**src/rtl/lz_restore_shifter.sv**
```systemverilog
// lz_restore_shifter: multi-cycle left shifter that undoes a leading-zero count.
// The shift runs binary-weighted, one stage per cycle, with the largest weight first.
// A finished result is held, with valid/ready handshaking, until the consumer takes it.
module lz_restore_shifter #(
   parameter int DATAWIDTH = 32,
   parameter int WIDTH     = $clog2(DATAWIDTH)
) (
   input  logic                 clk,
   input  logic                 rst,
   input  logic                 in_valid,
   output logic                 in_ready,
   input  logic [DATAWIDTH-1:0] in_data,
   input  logic [WIDTH:0]       in_cnt,
   output logic                 out_valid,
   input  logic                 out_ready,
   output logic [DATAWIDTH-1:0] out_data,
   output logic                 out_norm,
   output logic                 out_ovf
);

   typedef enum logic [1:0] {IDLE, SHIFT, DONE} state_t;

   localparam logic [WIDTH:0]   FULL_CNT  = (WIDTH+1)'(DATAWIDTH);
   localparam logic [WIDTH-1:0] LAST_STEP = WIDTH'(WIDTH-1);

   state_t               state, state_nxt;
   logic [DATAWIDTH-1:0] data;
   logic [WIDTH:0]       cnt;
   logic [WIDTH-1:0]     step;
   logic                 ovf;
   logic [DATAWIDTH-1:0] res_data;
   logic                 res_norm, res_ovf, res_vld;
   logic                 accept, publish, handoff;

   // One binary-weighted stage: shift by 2**s when that count bit is set.
   function automatic logic [DATAWIDTH-1:0] stage_shift(
      input logic [DATAWIDTH-1:0] d,
      input logic [WIDTH-1:0]     s
   );
      stage_shift = d << (32'd1 << s);
   endfunction

   assign out_valid = res_vld;
   assign out_data  = res_data;
   assign out_norm  = res_norm;
   assign out_ovf   = res_ovf;

   // State register; reset abandons any shift in flight or pending result.
   always_ff @(posedge clk) begin
      if (rst) state <= IDLE;
      else     state <= state_nxt;
   end

   // Next-state and handshake decode. DONE spends its first cycle latching the
   // result into the output registers, then waits for the consumer.
   always_comb begin
      state_nxt = state;
      in_ready  = 1'b0;
      accept    = 1'b0;
      publish   = 1'b0;
      handoff   = 1'b0;
      case (state)
         IDLE: begin
            in_ready = 1'b1;
            if (in_valid) begin
               accept    = 1'b1;
               state_nxt = SHIFT;
            end
         end
         SHIFT: begin
            if (step == '0) state_nxt = DONE;
         end
         DONE: begin
            if (!res_vld) begin
               publish = 1'b1;
            end else if (out_ready) begin
               handoff   = 1'b1;
               state_nxt = IDLE;
            end
         end
         default: state_nxt = IDLE;
      endcase
   end

   // Result-valid flag: raised when the result is latched, dropped on handshake.
   always_ff @(posedge clk) begin
      if (rst)          res_vld <= 1'b0;
      else if (publish) res_vld <= 1'b1;
      else if (handoff) res_vld <= 1'b0;
   end

   // Output registers; they keep the last result until the next one is latched.
   always_ff @(posedge clk) begin
      if (rst) begin
         res_data <= '0;
         res_norm <= 1'b0;
         res_ovf  <= 1'b0;
      end else if (publish) begin
         res_data <= data;
         res_norm <= data[DATAWIDTH-1];
         res_ovf  <= ovf;
      end
   end

   // Working datapath: capture on accept (a count of DATAWIDTH or more clears the
   // word), then one weighted stage per SHIFT cycle from the top step down.
   always_ff @(posedge clk) begin
      if (accept) begin
         data <= in_cnt[WIDTH] ? '0 : in_data;
         cnt  <= in_cnt;
         ovf  <= (in_cnt > FULL_CNT);
         step <= LAST_STEP;
      end else if (state == SHIFT) begin
         if (cnt[step]) data <= stage_shift(data, step);
         step <= step - 1'b1;
      end
   end

endmodule
```
**config.mk**
```make
export PLATFORM = sky130hd
export DESIGN_NAME = lz_restore_shifter
export DESIGN_NICKNAME = d
export VERILOG_FILES = /design/src/rtl/lz_restore_shifter.sv
export SDC_FILE = /design/constraint.sdc
export NUM_CORES = 1
export LEC_CHECK = 0
export CELL_PAD_IN_SITES_DETAIL_PLACEMENT = 0
export CELL_PAD_IN_SITES_GLOBAL_PLACEMENT = 1
export CORE_AREA = 5 5 100 102
export CTS_BUF_LIST = sky130_fd_sc_hd__clkbuf_16
export CTS_CLUSTER_SIZE = 25
export DETAILED_ROUTE_END_ITERATION = 10
export DIE_AREA = 0 0 105 107
export DONT_BUFFER_PORTS = 1
export PLACE_DENSITY = 0.83
export SETUP_SLACK_MARGIN = 0.3
export SLEW_MARGIN = 5
export SYNTH_ARGS = -nofsm -noshare
export SYNTH_HDL_FRONTEND = slang
export SYNTH_SLANG_ARGS = --single-unit
export TNS_END_PERCENT = 5
```
**constraint.sdc**
```tcl
create_clock -name clk -period 10.8 [get_ports clk]
set_input_delay 1.08 -clock clk [delete_from_list [all_inputs] [get_ports clk]]
set_output_delay 1.08 -clock clk [all_outputs]
set_load 0.02 [all_outputs]
```
==> impl_metrics.toml, run 1 <==
[clocking]
clk_path_buf_depth = 2
cts_max_level = 3
cts_setup_buffers = 0
cts_root_buffer = "clkbuf_16"
cts_sinks = 80
clock_latency_ns = 0.34
cts_made_buffers = 9
cts_hold_buffers = 0
cts_tree = "done"
path_clk_slew_ns = 0.06
cts_resized = 0

[placement]
portBuffers = 0
dp.final_hpwl_mm = 10.13
pre_cts_ws_ns = 7.006
place_congestion = 0.9706

[routing]
drt_iter0_drc = 538
dr.pass1.iters = 5
via_per_inst = 6.752
drtAntennaViolNets = 0
drc = 0
wl_per_cell_um = 23.09
dr_total_vias = 4058
totalWireLength_mm = 13.88

[sta]
setup_viol = 0
fin_worst_skew_ns = 0.008046
max_freq_mhz = 254.0
rsz0062_at_grt = "no"
drv_slew = 0
fin_ws_ns = 6.863
tns_ns = 0
min_period_over_period = 0.3645
period_minus_slack_ns = 3.937
holdWs_ns = 0.5410
maxSlewHeadroom = 0.2076
tightest_slew_ns = 1.183
hold_viol = 0

[yosys]
synth_top_flop_cell = "dfxtp_1"
synthTopCellsByArea = "edfxtp_1 (26%), dfxtp_1 (18%), nand2_1 (8.9%)"
synth-edff-count = 39
synth_top_area_frac = 0.2559
syn_avg_cell_area_um2 = 8.972
yosys_warnings = 0
async_flop_share = 0
synthCells = 510
synth.distinct_cells = 55
synth_top_area_cell = "edfxtp_1"
syn-num-nets = 557
ys_ff_latch = 80
synth.cell_area_um2 = 4576
yosysSeqAreaShare = 0.4353

[run_status]
status = "finished clean"

[worst_hold_path]
holdPathEnd = "out_data[31]"
hold_class = "reg -> reg"
min_from = "data[31]"
hold_depth = 2

[finish]
antenna_cells = 0
final_util = 0.5399
drive_gt1_frac = 0.07347
syn2layout_area_growth_pct = 6.453
layout.nets = 532

[grt]
grt-busiest-layer = "met2"
overflow = 0
grt_pass1_vias = 3738
grt_usage = 0.2440
met3_usage = 0.07706
grt_use_met2 = 0.3552
grt_max_degree = 44
antenna_found_initial = 0
grt_pass1_wl_mm = 21.51
use_met1 = 0.3492

[power_and_ir_drop]
power_switching_uw = 749.9
comb_power_share = 0.495
internal_power_uw = 901.9
pwr_density_cell_nw_per_um2 = 339.1
ir_drop_mv = 0.1536
seqPwrFrac = 0.330
power_leakage_nw = 1.734
clkPwrFrac = 0.175
swShare = 0.4540

[floorplanning]
num_rows = 35
initial_core_util = 0.5072
die_w_um = 105
ios = 78
core_area_um2 = 9021
die_h_um = 107
die_area_um2 = 11240

[setup_path]
r2r_end = "data[19]"
crit_path_start_kind = "flip-flop"
arrival_ns = 4.15
worstPathMaxFanout = 27
r2r-start = "step[0]"
rrSetupSlack_ns = 6.86
r2r_cells = 9
cp_data_required_time_ns = 11.01
worstSetupPathType = "reg -> reg"
setup.worst_path.end_class = "flip-flop"

[job]
drv_cap = 0
## metal layers
layer | vias to the layer above | routed length, µm
met2 | 237 | 6018
met4 | 0 | 261
met3 | 21 | 1430
met1 | 1937 | 6168
met5 | - | 0
li1 | 1863 | -
## registers in the layout, indices dropped and copies added (netlist names)
register and flops:
data 32, out_data 32, cnt 6, step 5, state 2, out_ovf 1
out_valid 1, ovf 1
## metrics by stage
stage	instances	power (mW)	instance area [µm²]
2_1_floorplan	510	1.114	4576
3_3_place_gp	585	1.349	4593
3_5_place_dp	585	1.336	4593
4_1_cts	601	1.626	4871
5_1_grt	601	1.738	4871
6_report	601	1.652	4871
## cell usage after synthesis (all sizes together) (7+ instances only)
cell type / n
nand2: 109
a21oi: 56
dfxtp: 41
edfxtp: 39
clkbuf: 28
mux2i: 26
nor2: 26
o21ai: 24
a22oi: 21
a22o: 18
buf: 12
a221oi: 9
nand4: 8
mux2: 7
## critical path, stage by stage (launching register included)
cell      delay (ns)
dfxtp_1         0.50
inv_1           0.14
ha_1            0.32
o22ai_1         0.48
and3_1          0.90
a22oi_1         0.22
a22oi_1         0.48
nand3_1         0.16
a222oi_1        0.48
a21o_1          0.12
## power groups by stage
stage | sequential [mW] | clock (mW) | combinational [mW]
floorplan | 0.485 | 0 | 0.629
global placement | 0.546 | 0 | 0.803
detailed placement | 0.545 | 0 | 0.791
CTS | 0.538 | 0.292 | 0.796
global route | 0.549 | 0.305 | 0.883
finish | 0.545 | 0.289 | 0.818
## placed cells by master, fill, tap and decap left out, types with 6 or more instances in the layout
master and count:
a21oi_1 56, a221o_1 6, a221oi_1 9, a22o_1 18, a22oi_1 21, clkbuf_16 10, dfxtp_1 41, edfxtp_1 39
mux2_2 7, mux2i_1 26, nand2_1 109, nand4_1 8, nor2_1 25, o21ai_0 23
## logic make-up (layout without fill, tap and decap cells)
| kind of cell | count (synthesis) | in the layout | share of synthesized area |
|---|---|---|---|
| flops | 80 | 80 | 0.4353 |
| fa+ha+maj | 5 | 5 | 0.01367 |
| simple gates | 176 | 176 | 0.1704 |
| compound gates | 167 | 167 | 0.2478 |
| xor+xnor | 4 | 4 | 0.007658 |
| buf+inv | 43 | 23 | 0.04129 |
| mux | 35 | 35 | 0.08395 |
## area by class of cell
| cell class | instances | area (µm²) |
|---|---|---|
| Clock buffer | 10 | 250.2 |
| Multi-Input combinational cell | 387 | 2421 |
| Sequential cell | 80 | 1992 |
| Tap cell | 111 | 138.9 |
| Fill cell | 849 | 4150 |
| Inverter | 3 | 11.26 |
| Timing Repair Buffer | 4 | 30.03 |
| Clock inverter | 6 | 27.53 |
## worst max path at each step
stage | startpoint | cells past startpoint | slack [ns] | endpoint
after floorplan | step[2] | 6 | 6.98 | data[0]
after global placement | step[0] | 9 | 7.05 | data[19]
after detailed placement | step[0] | 9 | 7.01 | data[19]
after CTS | step[0] | 9 | 6.95 | data[19]
after global routing | step[0] | 9 | 6.67 | data[19]
final | step[0] | 9 | 6.86 | data[19]
(Power assumes the default switching activity.)
==> inputs of run 2 (changes only) <==
--- a/config.mk
+++ b/config.mk
@@ -7,13 +7,13 @@
 export LEC_CHECK = 0
 export CELL_PAD_IN_SITES_DETAIL_PLACEMENT = 0
 export CELL_PAD_IN_SITES_GLOBAL_PLACEMENT = 1
-export CORE_AREA = 5 5 100 102
+export CORE_AREA = 5 5 104 106
 export CTS_BUF_LIST = sky130_fd_sc_hd__clkbuf_16
 export CTS_CLUSTER_SIZE = 25
 export DETAILED_ROUTE_END_ITERATION = 10
-export DIE_AREA = 0 0 105 107
+export DIE_AREA = 0 0 109 111
 export DONT_BUFFER_PORTS = 1
-export PLACE_DENSITY = 0.83
+export PLACE_DENSITY = 0.77
 export SETUP_SLACK_MARGIN = 0.3
 export SLEW_MARGIN = 5
 export SYNTH_ARGS = -nofsm -noshare
==> constraint.sdc (replaced) <==
create_clock -name clk -period 4 [get_ports clk]
set_input_delay 0.4 -clock clk [delete_from_list [all_inputs] [get_ports clk]]
set_output_delay 0.4 -clock clk [all_outputs]
set_load 0.02 [all_outputs]
==> run 2 against run 1 <==
Net effect: sequential power rose to 2.7 times the previous value; power rose to 2.8 times the previous value; combinational power rose to 2.8 times the previous value; hold slack got worse by 0.42 ns; routed wire length rose by 5.6%; clock power rose to 3.0 times the previous value; highest routed layer is now met5; cell area rose by 2.3%; worst setup slack got worse by 6.2 ns; core utilization fell by 2.6 points; largest power group unchanged; fmax rose by 17%.
==> impl_metrics.toml, run 2 (synthesized netlist as in run 1, its figures left out) <==
[run_status]
status = "finished clean"

[setup_path]
worstPathMaxFanout = 27
crit_path_start_kind = "flip-flop"
setup.worst_path.end_class = "flip-flop"
rrSetupSlack_ns = 0.65
cp_slowest_cell = "or4b_1"
worstSetupPathType = "reg -> reg"
r2r_end = "data[29]"
r2r-start = "step[0]"
slowest_delay_ns = 0.61
crit_path_frequent_cell = "mux2i_1"
crit_chain = "inv_1 > ha_1 > or4b_1 > and3_4 > a22oi_1 > nor2_1 > mux2i_1 > mux2i_1 > a221o_1"
cp_data_required_time_ns = 4.10
arrival_ns = 3.45
crit_start = "step[0]"
r2r_cells = 9

[power_and_ir_drop]
power.total_mw = 4.582
power_leakage_nw = 1.771
ir_drop_mv = 0.3872
pwr_density_cell_nw_per_um2 = 919.8

[clocking]
clk_path_buf_depth = 2
cts_tree = "done"
cts_made_buffers = 9
cts_sinks = 80
cts_root_buffer = "clkbuf_16"
path_clk_slew_ns = 0.07
clock_latency_ns = 0.35
cts_max_level = 3

[sta]
drv_slew = 0
period_minus_slack_ns = 3.352
max_freq_mhz = 298.4
min_period_over_period = 0.8379
fin_ws_ns = 0.6484
setup_viol = 0
tns_ns = 0
fin_worst_skew_ns = 0.009978
hold_viol = 0
maxSlewHeadroom = 0.1935
tightest_slew_ns = 1.204
rsz0062_at_grt = "no"

[routing]
drtAntennaViolNets = 0
dr_total_vias = 4118
via_per_inst = 6.537
wl_per_cell_um = 23.26
dr.pass1.iters = 5
drt_iter0_drc = 490
drc = 0
totalWireLength_mm = 14.66

[placement]
dp.cells = 613
portBuffers = 0
pre_cts_ws_ns = 0.3385
place_congestion = 0.9773
dp.final_hpwl_mm = 10.61

[finish]
drive_gt1_frac = 0.09073
syn2layout_area_growth_pct = 8.860
final_util = 0.5143
mostFrequentLayoutCells = "nand2_1 (109), a21oi_1 (56), dfxtp_1 (41), edfxtp_1 (39), mux2i_1 (26)"
fin_cells = 630
layout_commonest_cell = "nand2_1"
layout.nets = 538

[worst_hold_path]
holdPathEnd = "out_data[4]"
hold_depth = 1
min_from = "rst"
hold_class = "in -> reg"

[floorplanning]
die_w_um = 109
core_area_um2 = 9684
initial_core_util = 0.4725
num_rows = 36
ios = 78
die_area_um2 = 12100
die_h_um = 111

[job]
drv_cap = 0

[grt]
grt_pass1_vias = 3885
grt_pass1_wl_mm = 22.51
grt_max_degree = 44
overflow = 0
antenna_found_initial = 2
grt_usage = 0.2426
## run 2: cell count changes in the layout (fill, tap and decap cells not counted)
cell       change
buf_4          +6
clkinv_2       +1
inv_4          -1
clkinv_4       +1
bufinv_16      +1
and3_1         -1
diode_2        +1
inv_1          -2
and3_4         +1
## run 2: repair_timing
action                     CTS  global route
setup buffers                0             0
hold buffers                 0             0
hold endpoints to repair     0             0
gates resized for setup      0             2
setup endpoints to repair    0            13
## run 2: final cells by class
cell class	count	area, µm²
Inverter	3	11.26
Multi-Input combinational cell	387	2426
Tap cell	133	166.4
Clock inverter	6	57.56
Timing Repair Buffer	10	75.07
Antenna cell	1	2.502
Fill cell	914	4703
Sequential cell	80	1992
Clock buffer	10	250.2
## run 2: per-stage QoR
step           area [µm²]  hold slack (ns)
4_1_cts              4974           0.1122
3_5_place_dp         4666           0.4748
3_3_place_gp         4666           0.4731
6_report             4981           0.1229
5_1_grt              4979           0.1120
2_1_floorplan        4576           0.4713
## run 2: worst max-delay path by stage
stage	endpoint
floorplan	data[0]
global placement	data[19]
detailed placement	data[19]
CTS	data[19]
global route	data[19]
finish	data[29]
## run 2: metal layers
layer / GRT usage / vias to the layer above / wire [µm] / part of all wire
li1: - / 1874 / - / -
met1: 0.3472 / 1968 / 6377 / 0.44
met2: 0.3378 / 235 / 6218 / 0.42
met3: 0.08387 / 37 / 1675 / 0.11
met4: 0.08249 / 4 / 343 / 0.023
met5: 0 / - / 40 / 0.0027
## run 2: power by group
group          leakage [nW]  total [mW]  internal [mW]  switching (mW)
Clock                 0.159       0.857          0.517           0.340
Sequential            0.719        1.47           1.16           0.308
Combinational         0.893        2.26          0.865            1.39
## run 2: worst max-delay path, delay by kind of cell, from the launching register on
kind                     cells  cell delay (ns)
multiplexers                 2             0.60
AND/OR/NAND/NOR              3             1.09
AO/OA/AOI/OAI                2             0.57
buffers and inverters        1             0.13
flip-flops                   1             0.39
adder cells (fa/ha/maj)      1             0.31
==> inputs of run 3 (changes only) <==
--- a/config.mk
+++ b/config.mk
@@ -7,13 +7,13 @@
 export LEC_CHECK = 0
 export CELL_PAD_IN_SITES_DETAIL_PLACEMENT = 0
 export CELL_PAD_IN_SITES_GLOBAL_PLACEMENT = 1
-export CORE_AREA = 5 5 104 106
+export CORE_AREA = 5 5 108 110
 export CTS_BUF_LIST = sky130_fd_sc_hd__clkbuf_16
 export CTS_CLUSTER_SIZE = 25
 export DETAILED_ROUTE_END_ITERATION = 10
-export DIE_AREA = 0 0 109 111
+export DIE_AREA = 0 0 113 115
 export DONT_BUFFER_PORTS = 1
-export PLACE_DENSITY = 0.77
+export PLACE_DENSITY = 0.75
 export SETUP_SLACK_MARGIN = 0.3
 export SLEW_MARGIN = 5
 export SYNTH_ARGS = -nofsm -noshare
==> constraint.sdc (replaced) <==
create_clock -name clk -period 2.7 [get_ports clk]
set_input_delay 0.27 -clock clk [delete_from_list [all_inputs] [get_ports clk]]
set_output_delay 0.27 -clock clk [all_outputs]
set_load 0.02 [all_outputs]
==> run 3 against run 2 <==
Net effect: the flow now finishes with violations (setup timing); sequential power rose by 43%; worst setup slack worse by 0.68 ns; first-iteration DRC count decreased by 19%; die area grew 7.4%; core utilization grew 3.5 points; cell area is 17% higher; sequential share of layout area is 5.8 points lower; clock-buffer cell count is 1 lower; largest power group unchanged.
==> impl_metrics.toml, run 3 (synthesized netlist as in run 1, its figures left out) <==
[routing]
dr_total_vias = 4390
wl_met3_mm = 1.354
routed.top_layer = "met5"
wl_met2_mm = 7.359
wl_per_cell_um = 22.89
drt_iter0_drc = 395
via_per_inst = 6.157
drt-met1-wl_mm = 6.984
drc = 0
totalWireLength_mm = 16.32
dr.pass1.iters = 5
drtAntennaViolNets = 0

[power_and_ir_drop]
pwr_density_cell_nw_per_um2 = 1455
power_leakage_nw = 2.195
seqPwrFrac = 0.248
power_switching_mw = 3.643
clkPwrFrac = 0.150
swShare = 0.4295
comb_power_share = 0.602
power.total_mw = 8.482
ir_drop_mv = 0.6467
internal_power_mw = 4.839

[setup_path]
worstSetupPathType = "reg -> reg"
setup.worst_path.end_class = "flip-flop"
r2r_end = "data[22]"
r2r_cells = 12
crit_path_start_kind = "flip-flop"
cp_data_required_time_ns = 2.80
worstPathMaxFanout = 10
arrival_ns = 2.83
r2r-start = "step[0]"
rrSetupSlack_ns = -0.03

[grt]
grt_pass1_vias = 4370
antenna_found_initial = 1
overflow = 0
grt_max_degree = 37
grt_pass1_wl_mm = 24.86
grt_usage = 0.2506

[floorplanning]
ios = 78
num_rows = 38
initial_core_util = 0.4316
die_w_um = 113
die_area_um2 = 13000
core_area_um2 = 10600
die_h_um = 115

[sta]
tightest_slew_ns = 0.7868
tns_ns = -0.05929
min_period_over_period = 1.012
fin_worst_skew_ns = 0.01024
maxSlewHeadroom = 0.4735
rsz0062_at_grt = "yes"
holdWs_ns = 0.009952
hold_viol = 0
max_freq_mhz = 366.1
setup_viol = 2
drv_slew = 0
fin_ws_ns = -0.03150
period_minus_slack_ns = 2.732

[worst_hold_path]
holdPathEnd = "cnt[2]"
min_from = "in_cnt[2]"
hold_depth = 0
hold_class = "in -> reg"

[clocking]
clock_latency_ns = 0.35
clk_path_buf_depth = 2
cts_root_buffer = "clkbuf_16"
cts_tree = "done"
cts_sinks = 80
path_clk_slew_ns = 0.06
cts_max_level = 3
cts_made_buffers = 9

[finish]
multi_input_area_um2 = 2608
layout_commonest_cell = "nand2_1"
syn2layout_area_growth_pct = 27.40
layout.nets = 615
final_util = 0.5498
mostFrequentLayoutCells = "nand2_1 (109), buf_4 (80), a21oi_1 (53), edfxtp_1 (39), dfxtp_1 (39)"
fin_cells = 713
regArea_um2 = 1994
drive_gt1_frac = 0.2723
design_area_um2 = 5829
antenna_cells = 0
nFillCells = 988

[job]
drv_cap = 0

[run_status]
status = "complete, but fails checks"
violations = "setup timing"

[placement]
place_area_um2 = 5265
place_congestion = 0.9233
portBuffers = 0
dp.final_hpwl_mm = 12.15
dp.cells = 692
pre_cts_ws_ns = -0.06174
## run 3: cell count changes in the layout (fill, tap and decap cells not counted), moves of 4 or more
cell      delta
buf_4       +70
a22oi_2      +4
buf_12       +6
o21ai_1      +6
a221oi_1     -4
mux2i_2     +10
mux2_4       +4
o21ai_0      -7
a22oi_1      -4
mux2_2       -4
mux2i_1     -10
## run 3: per-layer routing
layer | track usage | up-vias
li1 | - | 2038
met1 | 0.3287 | 2092
met2 | 0.3906 | 205
met3 | 0.06158 | 53
met4 | 0.1186 | 2
met5 | 0 | -
## run 3: worst max-delay path by stage
stage                to     from  cells past startpoint
6_report       data[22]  step[0]                     12
5_1_grt        data[22]  step[0]                     12
4_1_cts        data[29]  step[1]                     10
3_5_place_dp   data[31]  step[0]                     10
3_3_place_gp   data[26]  step[0]                     11
2_1_floorplan  data[31]  step[0]                     11
## run 3: final cells by class
cell class	instances	share of cell area
clock inverter	7	0.01374
sequential	80	0.3421
tap	140	0.03005
multi-input combinational	387	0.4473
clock buffer	9	0.03863
timing repair buffer	87	0.1262
inverter	3	0.001932
## run 3: power groups by stage
stage | Sequential, mW | Combinational, mW | Clock, mW
5_1_grt | 2.14 | 5.40 | 1.34
3_3_place_gp | 2.11 | 4.41 | 0
3_5_place_dp | 2.10 | 4.43 | 0
2_1_floorplan | 1.93 | 2.52 | 0
4_1_cts | 2.09 | 4.79 | 1.28
6_report | 2.10 | 5.11 | 1.27
## run 3: critical path, stage by stage (launching register included)
cell and delay (ns):
dfxtp_2 0.32, inv_2 0.07, ha_4 0.13, or4b_4 0.45, and3_4 0.17, buf_12 0.14, buf_8 0.13, a22o_1 0.22
mux2i_1 0.19, buf_4 0.17, nand2b_4 0.12, a31oi_2 0.09, a221o_1 0.26
## run 3: what timing repair did
item	in CTS	in global routing
hold buffers	1	0
endpoints found under the hold margin	36	0
pin swaps	15	10
buffers inserted	4	0
gates resized for setup	32	23
endpoints found under the setup margin	29	31
